### config.mk
export PLATFORM = sky130hd
export DESIGN_NAME = hazard_stall_unit
export DESIGN_NICKNAME = d
export VERILOG_FILES = /design/src/rtl/hazard_stall_unit.sv
export SDC_FILE = /design/constraint.sdc
export NUM_CORES = 1
export LEC_CHECK = 0
export ABC_AREA = 1
export ABC_CLOCK_PERIOD_IN_PS = 1600
export CORE_MARGIN = 2
export CORE_UTILIZATION = 35
export DETAILED_ROUTE_END_ITERATION = 10
export PLACE_DENSITY = 0.62
export SLEW_MARGIN = 25
export SYNTH_ARGS = -nofsm -noshare
export SYNTH_HDL_FRONTEND = slang
export SYNTH_SLANG_ARGS = --single-unit
export TNS_END_PERCENT = 30
### constraint.sdc
create_clock -name clk -period 1.6 [get_ports clk]
set_input_delay 0.32 -clock clk [delete_from_list [all_inputs] [get_ports clk]]
set_output_delay 0.32 -clock clk [all_outputs]
set_load 0.02 [all_outputs]
### src/rtl/hazard_stall_unit.sv
// hazard_stall_unit: load-use and mul/div hazard detection driving PC/IF-ID write enables, flush and bubble mux.
module hazard_stall_unit #(
  parameter int REG_ADDR_W = 5,
  parameter int LOAD_STALL = 1,
  parameter int MD_LAT     = 4,
  parameter int CNT_W      = 4
) (
  input  logic                  clk,
  input  logic                  rst_n,
  input  logic                  id_ex_mem_read,
  input  logic [REG_ADDR_W-1:0] id_ex_reg_rt,
  input  logic [REG_ADDR_W-1:0] if_id_reg_rs,
  input  logic [REG_ADDR_W-1:0] if_id_reg_rt,
  input  logic                  if_id_uses_rt,
  input  logic                  if_id_md_use,
  input  logic                  ex_md_start,
  input  logic                  branch_taken,
  output logic                  pc_write,
  output logic                  if_id_write,
  output logic                  mux_select_stall,
  output logic                  if_id_flush,
  output logic                  md_busy,
  output logic [CNT_W-1:0]      stall_cnt
);
  typedef enum logic {IDLE, LD_STALL} state_t;
  state_t     state;
  logic [2:0] ld_cnt;
  logic [3:0] md_cnt;
  logic       ld_hit, md_stall, stall;
  assign ld_hit = id_ex_mem_read && id_ex_reg_rt != '0 &&
                  (id_ex_reg_rt == if_id_reg_rs || (if_id_uses_rt && id_ex_reg_rt == if_id_reg_rt));
  assign md_busy  = md_cnt != 4'd0;
  assign md_stall = md_busy && if_id_md_use;
  assign stall    = (state == IDLE && ld_hit) || state == LD_STALL || md_stall;
  // Outputs are gated by rst_n so an asserted reset releases the pipeline at once.
  always_comb begin
    pc_write         = !rst_n || branch_taken || !stall;
    if_id_write      = !rst_n || branch_taken || !stall;
    mux_select_stall = rst_n && (branch_taken || stall);
    if_id_flush      = rst_n && branch_taken;
  end
  always_ff @(posedge clk or negedge rst_n) begin
    if (!rst_n) begin
      state     <= IDLE;
      ld_cnt    <= 3'd0;
      md_cnt    <= 4'd0;
      stall_cnt <= '0;
    end else begin
      if (branch_taken) begin
        state  <= IDLE;
        ld_cnt <= 3'd0;
      end else if (state == IDLE) begin
        if (ld_hit) begin
          ld_cnt <= 3'(LOAD_STALL - 1);
          state  <= (LOAD_STALL > 1) ? LD_STALL : IDLE;
        end
      end else begin
        ld_cnt <= ld_cnt - 3'd1;
        state  <= (ld_cnt == 3'd1) ? IDLE : LD_STALL;
      end
      md_cnt    <= ex_md_start ? 4'(MD_LAT) : (md_busy ? md_cnt - 4'd1 : 4'd0);
      stall_cnt <= pc_write ? '0 : (&stall_cnt ? stall_cnt : stall_cnt + 1'b1);
    end
  end
endmodule
Word level (Yosys, flattened, before mapping):

Index checks and enable logic that the tools add are counted.

* bits in latches: 0
* register bits after elaboration: 12
* memory bits (writable): 0
* memories kept: 0
* memory bits (read-only): 0
* output and inout bits: 9
* logic and storage cells: 41

* add/subtract/negate cells: 3
* div/mod/pow operators: 0
* equal/unequal tests: 4
* $lt $le $gt $ge: 0
* shift-type cells: 0
* reduce and logical (&&, ||, !) cells: 19
* bitwise logic cells: 1
* muxes and demuxes: 10
* $mul: 0

Operators with widths (count)
* $mux 4: 4
* $eq 5x5->1: 2
* $mux 3: 3
* $logic_and 1x1->1: 7
* $logic_or 1x1->1: 6
* $reduce_bool 5->1: 1
* $add 4x1->4 const B: 1
* $reduce_and 4->1: 1
* $reduce_bool 4->1: 1
* $sub 4x1->4 const B: 1
* $eq 3x1->1 const B: 1
* $mux 1: 3
* $reduce_bool 3->1: 1
* $sub 3x1->3 const B: 1
* $logic_not 1->1: 2
* $ne 2x2->1 const B: 1
* $not 1->1: 1

Longest topological paths before layout:

* depth after elaboration: 10
* gate-level depth with buffers: 10
* gate-level depth less buffers: 10

Worst setup path before layout:

Ideal clock, no wire load.

* path kind: flip-flop to output port
* start: register md_cnt[0]
* end: output port pc_write
* path buffers: 1
* arrival: 1.288 ns
* slack: -0.008 ns
* stages on the path, launching flop included: 8
* cell sequence: dfrtp_1 > inv_1 > ha_1 > nand2_1 > nand2_4 > nand3_2 > nand2_4 > buf_4

* word-level cells in the longest chain between the ends: 5

Ends and longest elaborated chain
* start: declaration: RTL line 28 `logic [3:0] md_cnt;`
* start signal: assignment: RTL line 61 `md_cnt <= ex_md_start ? 4'(MD_LAT) : (md_busy ? md_cnt - 4'd1 : 4'd0);`
* $reduce_bool 4->1: RTL line 32 `assign md_busy = md_cnt != 4'd0;`
* named net md_busy: RTL line 22 `output logic md_busy,`
* $logic_and 1x1->1: RTL line 33 `assign md_stall = md_busy && if_id_md_use;`
* $logic_or 1x1->1: RTL line 34 `assign stall = (state == IDLE && ld_hit) || state == LD_STALL || md_stall;`
* $logic_not 1->1
* $logic_or 1x1->1
* end: declaration: RTL line 18 `output logic pc_write,`

The timed path passes the listed nets, and every way through them passes these cells.

Worst setup path after layout:

* start: register md_cnt[0]
* end: output port mux_select_stall

* word-level cells in the longest chain between the ends: 5

Ends and longest elaborated chain
* $reduce_bool 4->1: RTL line 32
* $logic_and 1x1->1: RTL line 33
* $logic_or 1x1->1: RTL line 34
* $logic_or 1x1->1: RTL line 39 `mux_select_stall = rst_n && (branch_taken || stall);`
* $logic_and 1x1->1: RTL line 39
* end: declaration: RTL line 20 `output logic mux_select_stall,`

No other way between the ends.

==> results.py <==
metrics = {
    "setup_path": {
        "cp_common_cell": "nand2_4",
        "crit_required_ns": 1.28,
        "max_stage_delay_ns": 0.40,
        "cp_num_buf_inv": 3,
        "crit_chain": "inv_2 > ha_4 > nand2_4 > nand2_4 > nand4_1 > nand2_1 > inv_1 > buf_6",
        "crit_path_start_kind": "register",
        "critPathArrivalTime_ns": 1.35,
        "crit_fanout": 3,
        "end_kind": "output pin",
        "crit_type": "reg2out",
        "cp_top_family": "flip-flops",
        "cp_slowest_cell": "dfrtp_1",
    },
    "floorplanning": {
        "pin_count": 31,
        "core-area_mm2": 0.00228,
        "dieWidth_um": 53.5,
        "die_y_um": 53.5,
        "start_util_pct": 37.7,
        "placementRows": 17,
        "dieArea_mm2": 0.00286,
    },
    "cells_and_area": {
        "instances_no_fill": 202,
        "nFillCells": 233,
        "multi_input_area_um2": 473,
        "drive_above_1_share_pct": 27.0,
        "mostFrequentLayoutCell": "nand2_1",
        "area_delta_synth_final_pct": 57.1,
        "antenna_cells": 0,
        "nNetsFinal": 201,
        "register_area_um2": 300,
        "final_cell_area_mm2": 0.00135,
        "final_cell_mix": "nand2_1 (31), inv_1 (24), buf_4 (15)",
    },
    "global_route": {
        "grt_pass1_wl_mm": 3.36,
        "overflow": 0,
        "antenna_found_initial": 0,
        "grt_pass1_vias": 845,
        "grt_max_degree": 9,
        "grt_use_total_pct": 15.8,
    },
    "place": {
        "place.gp.congestion": 0.783,
        "dpl.hpwl_mm": 1.61,
        "dpl.cell_count": 194,
        "io_buffers": 30,
        "dpl_cell_area_mm2": 0.00127,
    },
    "clock_tree": {
        "cts_tree": "built",
        "clk_latency_ns": 0.27,
        "path_clk_slew_ns": 0.08,
        "cts-buffers-inserted": 3,
        "cts-root-buf": "clkbuf_4",
        "clock_path_buffers": 2,
        "cts_sinks": 12,
        "cts_max_level": 1,
    },
    "sta": {
        "hold_violations": 0,
        "setup_slack_ns": -0.0748,
        "fin_crit_ns": 1.67,
        "fmax_ghz": 0.597,
        "fin_skew_ns": 0.00527,
        "tightest_slew_ns": 0.236,
        "drv_slew": 0,
        "maxSlewHeadroom_pct": 84.1,
        "setup_violations": 4,
        "period_share_pct": 105,
        "rsz0062_at_grt": "true",
    },
    "detailed_routing": {
        "vias": 877,
        "first_pass_iters": 2,
        "drc_errors": 0,
        "finalWirelength_mm": 2.03,
        "antenna_left": 0,
        "drt_iter0_drc": 9,
        "wl_per_cell_um": 10.0,
        "vias_per_cell": 4.34,
    },
    "yosys": {
        "ys_seq_area_share_pct": 35.0,
        "synth_cell_types": 20,
        "synth_cells": 126,
        "yosysWarnings": 0,
        "synth_nets": 152,
        "yosysTopAreaCell": "dfrtp_1",
        "synth-seq-cells": 12,
        "yosys-top-cells-area": "dfrtp_1 (35%), nand2_1 (14%), inv_1 (11%)",
        "syn-cell-area_um2": 858,
        "avgSynthCellArea_um2": 6.81,
        "yosys.area.top_type_share_pct": 35.0,
    },
    "run_status": {
        "status": "finished, violations left",
        "violations": "negative setup slack",
    },
    "power": {
        "p_per_area_mw_per_mm2": 748,
        "vdd_ir_drop_max_uv": 708,
        "p_leak_uw": 0.000781,
        "p_total_uw": 1010,
    },
    "run": {
        "maxCapViolations": 0,
    },
    "hold_path": {
        "hp-class": "in2async",
    },
}
==> cell usage after synthesis, drive strengths merged <==
| cell | n |
|---|---|
| nand2 | 36 |
| inv | 28 |
| nor2 | 19 |
| dfrtp | 12 |
| nand3 | 8 |
| o21ai | 7 |
| ha | 4 |
| nand4 | 4 |
| xnor2 | 3 |
| a21oi | 1 |
| buf | 1 |
| o211ai | 1 |
| or2 | 1 |
| xor2 | 1 |
==> through the flow <==
step           hold WS, ns  setup slack (ns)  utilization (%)  setup TNS [ns]
2_1_floorplan       0.0244            0.0698                -               0
3_3_place_gp         0.416            -0.836             55.9           -3.86
3_5_place_dp         0.418            -0.851             55.9           -4.07
4_1_cts              0.432           -0.0535             58.3         -0.0822
5_1_grt             0.0841            -0.168             59.3          -0.435
6_report            0.0748           -0.0748             59.3          -0.136
==> where the power goes <==
group / total (µW) / leakage [µW] / internal (µW) / switching [µW]
Combinational: 417 / 0.000599 / 218 / 200
Clock: 240 / 0.0000210 / 138 / 102
Sequential: 352 / 0.000161 / 334 / 18.4
Total: 1010 / 0.000781 / 689 / 320
==> layout make-up <==
class / count / area share, %
multi-input cells: 85 / 35.1
flip-flops and latches: 12 / 22.3
repair buffers: 45 / 29.6
clock buffers: 4 / 2.69
inverters: 28 / 7.79
well taps: 28 / 2.60
==> path summary, 6_finish.rpt <==
kind	from	to	cells after the start	slack [ns]
hold reg to reg	ld_cnt[0]	ld_cnt[0]	1	0.51
setup reg to reg	stall_cnt[0]	stall_cnt[2]	4	0.38
hold / removal	rst_n	ld_cnt[0]	2	0.07
min in group clk	ld_cnt[0]	ld_cnt[0]	1	0.51
setup / recovery	md_cnt[0]	mux_select_stall	8	-0.07
max in group asynchronous	rst_n	stall_cnt[1]	2	1.37
==> kinds of logic (layout without fill, tap and decap cells) <==
group | after synthesis | count (layout) | share of synthesized area (%)
AO/OA/AOI/OAI | 9 | 9 | 5.54
XOR/XNOR | 4 | 4 | 4.08
adder cells (fa/ha/maj) | 4 | 4 | 5.83
buffers and inverters | 29 | 77 | 13.1
flip-flops | 12 | 12 | 35.0
AND/OR/NAND/NOR | 68 | 68 | 36.4
==> repair_timing <==
action                     4_1_cts  5_1_grt
setup endpoints to repair        8        6
pin swaps                       19        5
hold buffers                     0        0
gates resized for setup         63        7
buffers inserted                 2        2
==> sequential cells by signal, indices dropped and copies added (netlist names) <==
name	cells
ld_cnt	3
md_cnt	4
state	1
stall_cnt	4
==> routing by layer <==
| layer | wire [µm] | global-route usage, % | up-vias |
|---|---|---|---|
| met1 | 987 | 19.9 | 388 |
| met5 | 0 | 0 | - |
| met2 | 983 | 28.0 | 10 |
| li1 | - | - | 479 |
| met3 | 58 | 4.24 | 0 |
| met4 | 0 | 1.28 | 0 |
No activity file was read; power rests on OpenSTA's default activity.
==> RTL edit 1: new RTL, same flow settings <==
`CNT_W`: 4 -> 3.
--- a/src/rtl/hazard_stall_unit.sv
+++ b/src/rtl/hazard_stall_unit.sv
@@ -4,5 +4,5 @@
   parameter int LOAD_STALL = 1,
   parameter int MD_LAT     = 4,
-  parameter int CNT_W      = 4
+  parameter int CNT_W      = 3
 ) (
   input  logic                  clk,
Ports: changed (resized stall_cnt); port bits go from 31 to 30. No check against the original RTL was run, so the function may have changed too.
==> RTL edit 1 against the original RTL <==
The run still ends with setup timing left. Synthesized cell count is 9.5% lower. Final area is 4.8% lower. Synthesized area shrank 7.6%. Setup slack got worse by 0.00054 ns. Total power decreased by 4.7%. Sequential cell count decreased by 1. Routed wire length is 2.6% lower. Register-to-register slack worse by 0.41 ns. Critical endpoint unchanged. Largest cell class unchanged. Largest power group unchanged. Highest routed layer is now met4.
==> RTL edit 1: results (changes against the original RTL) <==
\begin{tabular}{lr}
\hline
Metric & Value \\
\hline
\multicolumn{2}{l}{\textbf{Run status}} \\
Outcome & complete, but fails checks \\
Failing checks & setup timing \\
\multicolumn{2}{l}{\textbf{GRT}} \\
Tot GR Track Use & 16.3\% (+0.48 points) \\
Number of global-route vias before repair & 790 (-6.5\%) \\
Wire length of the first global-routing pass & 3220 um (-4.3\%) \\
Pin count of the biggest net entering global routing & 10 (+1) \\
Met2 capacity usage during global routing & 27.6\% (-0.42 points) \\
Met3 Track Usage GR & 5.46\% (+1.2 points) \\
\multicolumn{2}{l}{\textbf{Worst setup path}} \\
Reg-to-reg slack, setup & -0.03 ns (-0.41 ns) \\
Number of cells on the worst reg-to-reg path & 11 (+7) \\
Endpoint of the worst register-to-register path & md\_cnt[3] \\
\multicolumn{2}{l}{\textbf{CTS}} \\
Cts repair resizes & 51 (-19\%) \\
Buffers inserted by post-CTS timing repair & 10 (+8) \\
\multicolumn{2}{l}{\textbf{Layout}} \\
Number of nets in the layout & 193 (-4.0\%) \\
Largest registers & md\_cnt (4), ld\_cnt (3), stall\_cnt (3) \\
Count of filler cells inserted in the layout & 210 (-9.9\%) \\
Fraction of final layout cells sized beyond drive strength 1 & 30.3\% (+3.3 points) \\
\multicolumn{2}{l}{\textbf{Route}} \\
Post-route met1 wirelength & 845 um (-14\%) \\
Total length of routed wires & 1980 um (-2.6\%) \\
Met3 wire length & 89 um (+53\%) \\
First DRT Iteration DRCs & 8 (-1) \\
Routed length on met2 & 1030 um (+4.7\%) \\
\multicolumn{2}{l}{\textbf{Timing}} \\
\# setup viols final & 4 (unchanged) \\
Slack of the critical path & -0.0753 ns (-0.000538 ns) \\
Clock Skews & 0.00388 ns (-0.00139 ns) \\
\multicolumn{2}{l}{\textbf{Power and ir drop}} \\
Ratio of total power to cell area & 749 mW/mm\^{}2 (+0.15\%) \\
Combinational Power Share & 46.1\% (+4.7 points) \\
Reported leakage power & 0.774 nW (-0.83\%) \\
Sequential Power & 0.328 mW (-6.8\%) \\
Internal cell power & 0.638 mW (-7.4\%) \\
\multicolumn{2}{l}{\textbf{Placed design}} \\
Placed standard-cell area & 0.00118 mm\^{}2 (-7.3\%) \\
Number of buffers inserted by port buffering & 29 (-3.3\%) \\
Gp weighted congestion & 0.809 (+3.4\%) \\
\multicolumn{2}{l}{\textbf{Synth}} \\
Leading post-synthesis cells by cell area & sky130\_fd\_sc\_hd\_\_dfrtp\_1, sky130\_fd\_sc\_hd\_\_nand2\_1, sky130\_fd\_sc\_hd\_\_inv\_1 \\
Number of nets produced by synthesis & 141 (-7.2\%) \\
\hline
\end{tabular}
[RTL edit 1: changes by cell type after synthesis, moves of 2 or more]
| cell | change |
|---|---|
| sky130_fd_sc_hd__nor2_1 | -4 |
| sky130_fd_sc_hd__nand3_1 | -3 |
| sky130_fd_sc_hd__mux2i_1 | +2 |
| sky130_fd_sc_hd__o21ai_1 | -3 |
| sky130_fd_sc_hd__inv_1 | -2 |
[RTL edit 1: cell type report]
cell class,count,area (um^2),share of cell area [%]
Sequential cell,11,275,21.4
Clock buffer,3,22.5,1.75
Timing Repair Buffer,48,403,31.4
Tap cell,28,35.0,2.73
Multi-Input combinational cell,76,445,34.7
Clock inverter,1,5.00,0.390
Inverter,26,97.6,7.60
[RTL edit 1: stage by stage]
stage,setup slack [ns],hold WS [ns],setup TNS [ns],util [%],std cells
3_5_place_dp,-0.880,0.421,-4.26,54.3,179
5_1_grt,-0.176,0.451,-0.691,59.2,193
4_1_cts,-0.108,0.453,-0.407,58.3,193
6_report,-0.0753,0.455,-0.259,59.2,193
2_1_floorplan,0.00754,0.0244,0,-,114
3_3_place_gp,-0.842,0.419,-3.85,54.3,179
[RTL edit 1: worst min path at each step]
stage / slack [ns] / depth (start not counted) / endpoint
finish: 0.45 / 3 / stall_cnt[2]
detailed placement: 0.42 / 1 / md_cnt[0]
global placement: 0.42 / 1 / md_cnt[0]
global route: 0.45 / 3 / stall_cnt[2]
floorplan: 0.02 / 0 / ld_cnt[0]
CTS: 0.45 / 3 / stall_cnt[2]
[RTL edit 1: cell families after synthesis]
logic type / after synthesis / share of synthesized area [%]
simple gates: 59 / 33.1
buf+inv: 27 / 13.3
flops: 11 / 34.7
compound gates: 6 / 4.10
fa+ha+maj: 5 / 7.89
xor+xnor: 4 / 4.42
mux: 2 / 2.52
==> RTL edit 2: new RTL, same flow settings <==
Made on the original files. Put one more register stage on the output `stall_cnt`, without a reset. The value now appears one clock later. The other outputs are not delayed to match.
--- a/src/rtl/hazard_stall_unit.sv
+++ b/src/rtl/hazard_stall_unit.sv
@@ -24,4 +24,6 @@
 );
   typedef enum logic {IDLE, LD_STALL} state_t;
+
+  logic [CNT_W-1:0] stall_cnt_s0;
   state_t     state;
   logic [2:0] ld_cnt;
@@ -45,5 +47,5 @@
       ld_cnt    <= 3'd0;
       md_cnt    <= 4'd0;
-      stall_cnt <= '0;
+      stall_cnt_s0 <= '0;
     end else begin
       if (branch_taken) begin
@@ -60,6 +62,10 @@
       end
       md_cnt    <= ex_md_start ? 4'(MD_LAT) : (md_busy ? md_cnt - 4'd1 : 4'd0);
-      stall_cnt <= pc_write ? '0 : (&stall_cnt ? stall_cnt : stall_cnt + 1'b1);
+      stall_cnt_s0 <= pc_write ? '0 : (&stall_cnt_s0 ? stall_cnt_s0 : stall_cnt_s0 + 1'b1);
     end
   end
+  always_ff @(posedge clk) begin
+    stall_cnt <= stall_cnt_s0;
+  end
+
 endmodule
Behaviour: not the same (Yosys sat finds a counterexample within 4 cycles, from zero or initial values and one cycle with rst_n low).
==> RTL edit 2 against the original RTL <==
The run still ends with setup timing left. Synthesized area rose by 10%. Routed wire length increased by 7.7%. Largest cell class unchanged. Final cell count increased by 5.4%. Setup slack better by 0.0029 ns. Synthesized cell count grew 5.6%. Hold slack improved by 0.048 ns. Count of clock-buffer cells in the layout stayed put. Final area is 6.9% higher. Sequential cell count increased by 4. Total power up 13%.
==> RTL edit 2: results (changes against the original RTL) <==
\begin{tabular}{lr}
\hline
Metric & Value \\
\hline
\multicolumn{2}{l}{\textbf{Run status}} \\
Outcome & complete, but fails checks \\
Failing checks & setup timing \\
\multicolumn{2}{l}{\textbf{Layout}} \\
Largest registers & md\_cnt (4), stall\_cnt (4), stall\_cnt\_s0 (4) \\
Fraction of final layout cells sized beyond drive strength 1 & 26.2\% (-0.78 points) \\
Layout overhead on the synthesized area & 52.4\% \\
Number of nets in the layout & 210 (+4.5\%) \\
Count of filler cells inserted in the layout & 244 (+4.7\%) \\
\multicolumn{2}{l}{\textbf{Synth}} \\
Netlist cell types & 21 (+5.0\%) \\
Share of synthesized area occupied by flip-flops and latches & 40.2\% (+5.2 points) \\
FFs w/ async S/R, synth & 75.0\% (-25 points) \\
Number of nets produced by synthesis & 159 (+4.6\%) \\
Leading post-synthesis cells by cell area & sky130\_fd\_sc\_hd\_\_dfrtp\_1, sky130\_fd\_sc\_hd\_\_nand2\_1, sky130\_fd\_sc\_hd\_\_inv\_1 \\
\multicolumn{2}{l}{\textbf{Placed design}} \\
Gp weighted congestion & 0.764 (-2.4\%) \\
Placed standard-cell area & 0.00137 mm\^{}2 (+7.7\%) \\
Number of instances in the placed design & 204 (+5.2\%) \\
HPWL after detailed placement & 1770 um (+10\%) \\
Post-placement worst setup slack & -0.855 ns (-0.00338 ns) \\
\multicolumn{2}{l}{\textbf{Timing}} \\
Clock Skews & 0.00106 ns (-0.00421 ns) \\
Worst-Margin Slew & 0.223 ns (-0.0127 ns) \\
Slack of the critical path & -0.0719 ns (+0.00286 ns) \\
\# setup viols final & 4 (unchanged) \\
\multicolumn{2}{l}{\textbf{Route}} \\
Routed length per instance & 10.3 um (+2.2\%) \\
First DRT Iteration DRCs & 14 (+5) \\
Vias per cell & 4.31 (-0.62\%) \\
DRT Pass-1 Iters & 4 (+2) \\
Total length of routed wires & 2190 um (+7.7\%) \\
\multicolumn{2}{l}{\textbf{CTS}} \\
CTS max path bufs & 2 (unchanged) \\
Clock insertion delay at the later pin of the skew report & 0.29 ns (+0.02 ns) \\
\multicolumn{2}{l}{\textbf{GRT}} \\
Tot GR Track Use & 15.6\% (-0.18 points) \\
Wire length of the first global-routing pass & 3770 um (+12\%) \\
Pin count of the biggest net entering global routing & 10 (+1) \\
\multicolumn{2}{l}{\textbf{Power and ir drop}} \\
Reported leakage power & 0.770 nW (-1.4\%) \\
Internal cell power & 0.791 mW (+15\%) \\
Sequential group share of total power & 40.0\% (+5.1 points) \\
IR Drop Worst-Case VDD & 694 uV (-1.9\%) \\
Power consumed by combinational cells & 0.410 mW (-2\%) \\
\hline
\end{tabular}
## RTL edit 2: logic make-up after synthesis
| family | after synthesis | synth area share (%) |
|---|---|---|
| xor+xnor | 4 | 3.70 |
| flops | 16 | 40.2 |
| compound gates | 10 | 5.55 |
| buf+inv | 32 | 13.1 |
| fa+ha+maj | 4 | 5.29 |
| simple gates | 67 | 32.1 |
## RTL edit 2: what timing repair did
action	in CTS	in global routing
setup endpoints to repair	5	5
resized for setup	56	6
buffers inserted	4	1
pin swaps	17	6
hold buffers	0	0
## RTL edit 2: final cells by class
| type | instances | area share (%) |
|---|---|---|
| inverters | 31 | 8.07 |
| multi-input cells | 85 | 32.6 |
| clock buffers | 4 | 2.52 |
| well taps | 30 | 2.60 |
| flip-flops and latches | 16 | 26.4 |
| repair buffers | 47 | 27.9 |
## RTL edit 2: path summary, 6_finish.rpt
check | from | endpoint | slack (ns) | depth (start not counted)
max | md_cnt[0] | mux_select_stall | -0.07 | 8
min | rst_n | stall_cnt_s0[3] | 0.12 | 2
max reg2reg | stall_cnt_s0[0] | stall_cnt_s0[1] | 0.33 | 8
min reg2reg | stall_cnt_s0[3] | stall_cnt[3] | 0.42 | 0
max in group asynchronous | rst_n | ld_cnt[0] | 1.26 | 3
min in group clk | stall_cnt_s0[3] | stall_cnt[3] | 0.42 | 0
## RTL edit 2: per-stage QoR
step	TNS, ns	power, mW
final	-0.192	1.14
after global routing	-0.578	1.21
after CTS	-0.239	1.15
after detailed placement	-4.29	0.817
after global placement	-4.06	0.808
after floorplan	0	0.630
## RTL edit 2: per-layer routing
layer | vias to the layer above | routed length, um | global-route usage (%)
met2 | 11 | 993 | 25.4
li1 | 495 | - | -
met1 | 409 | 1080 | 19.6
met3 | 4 | 73 | 4.42
met5 | - | 0 | 0
met4 | 0 | 39 | 6.12
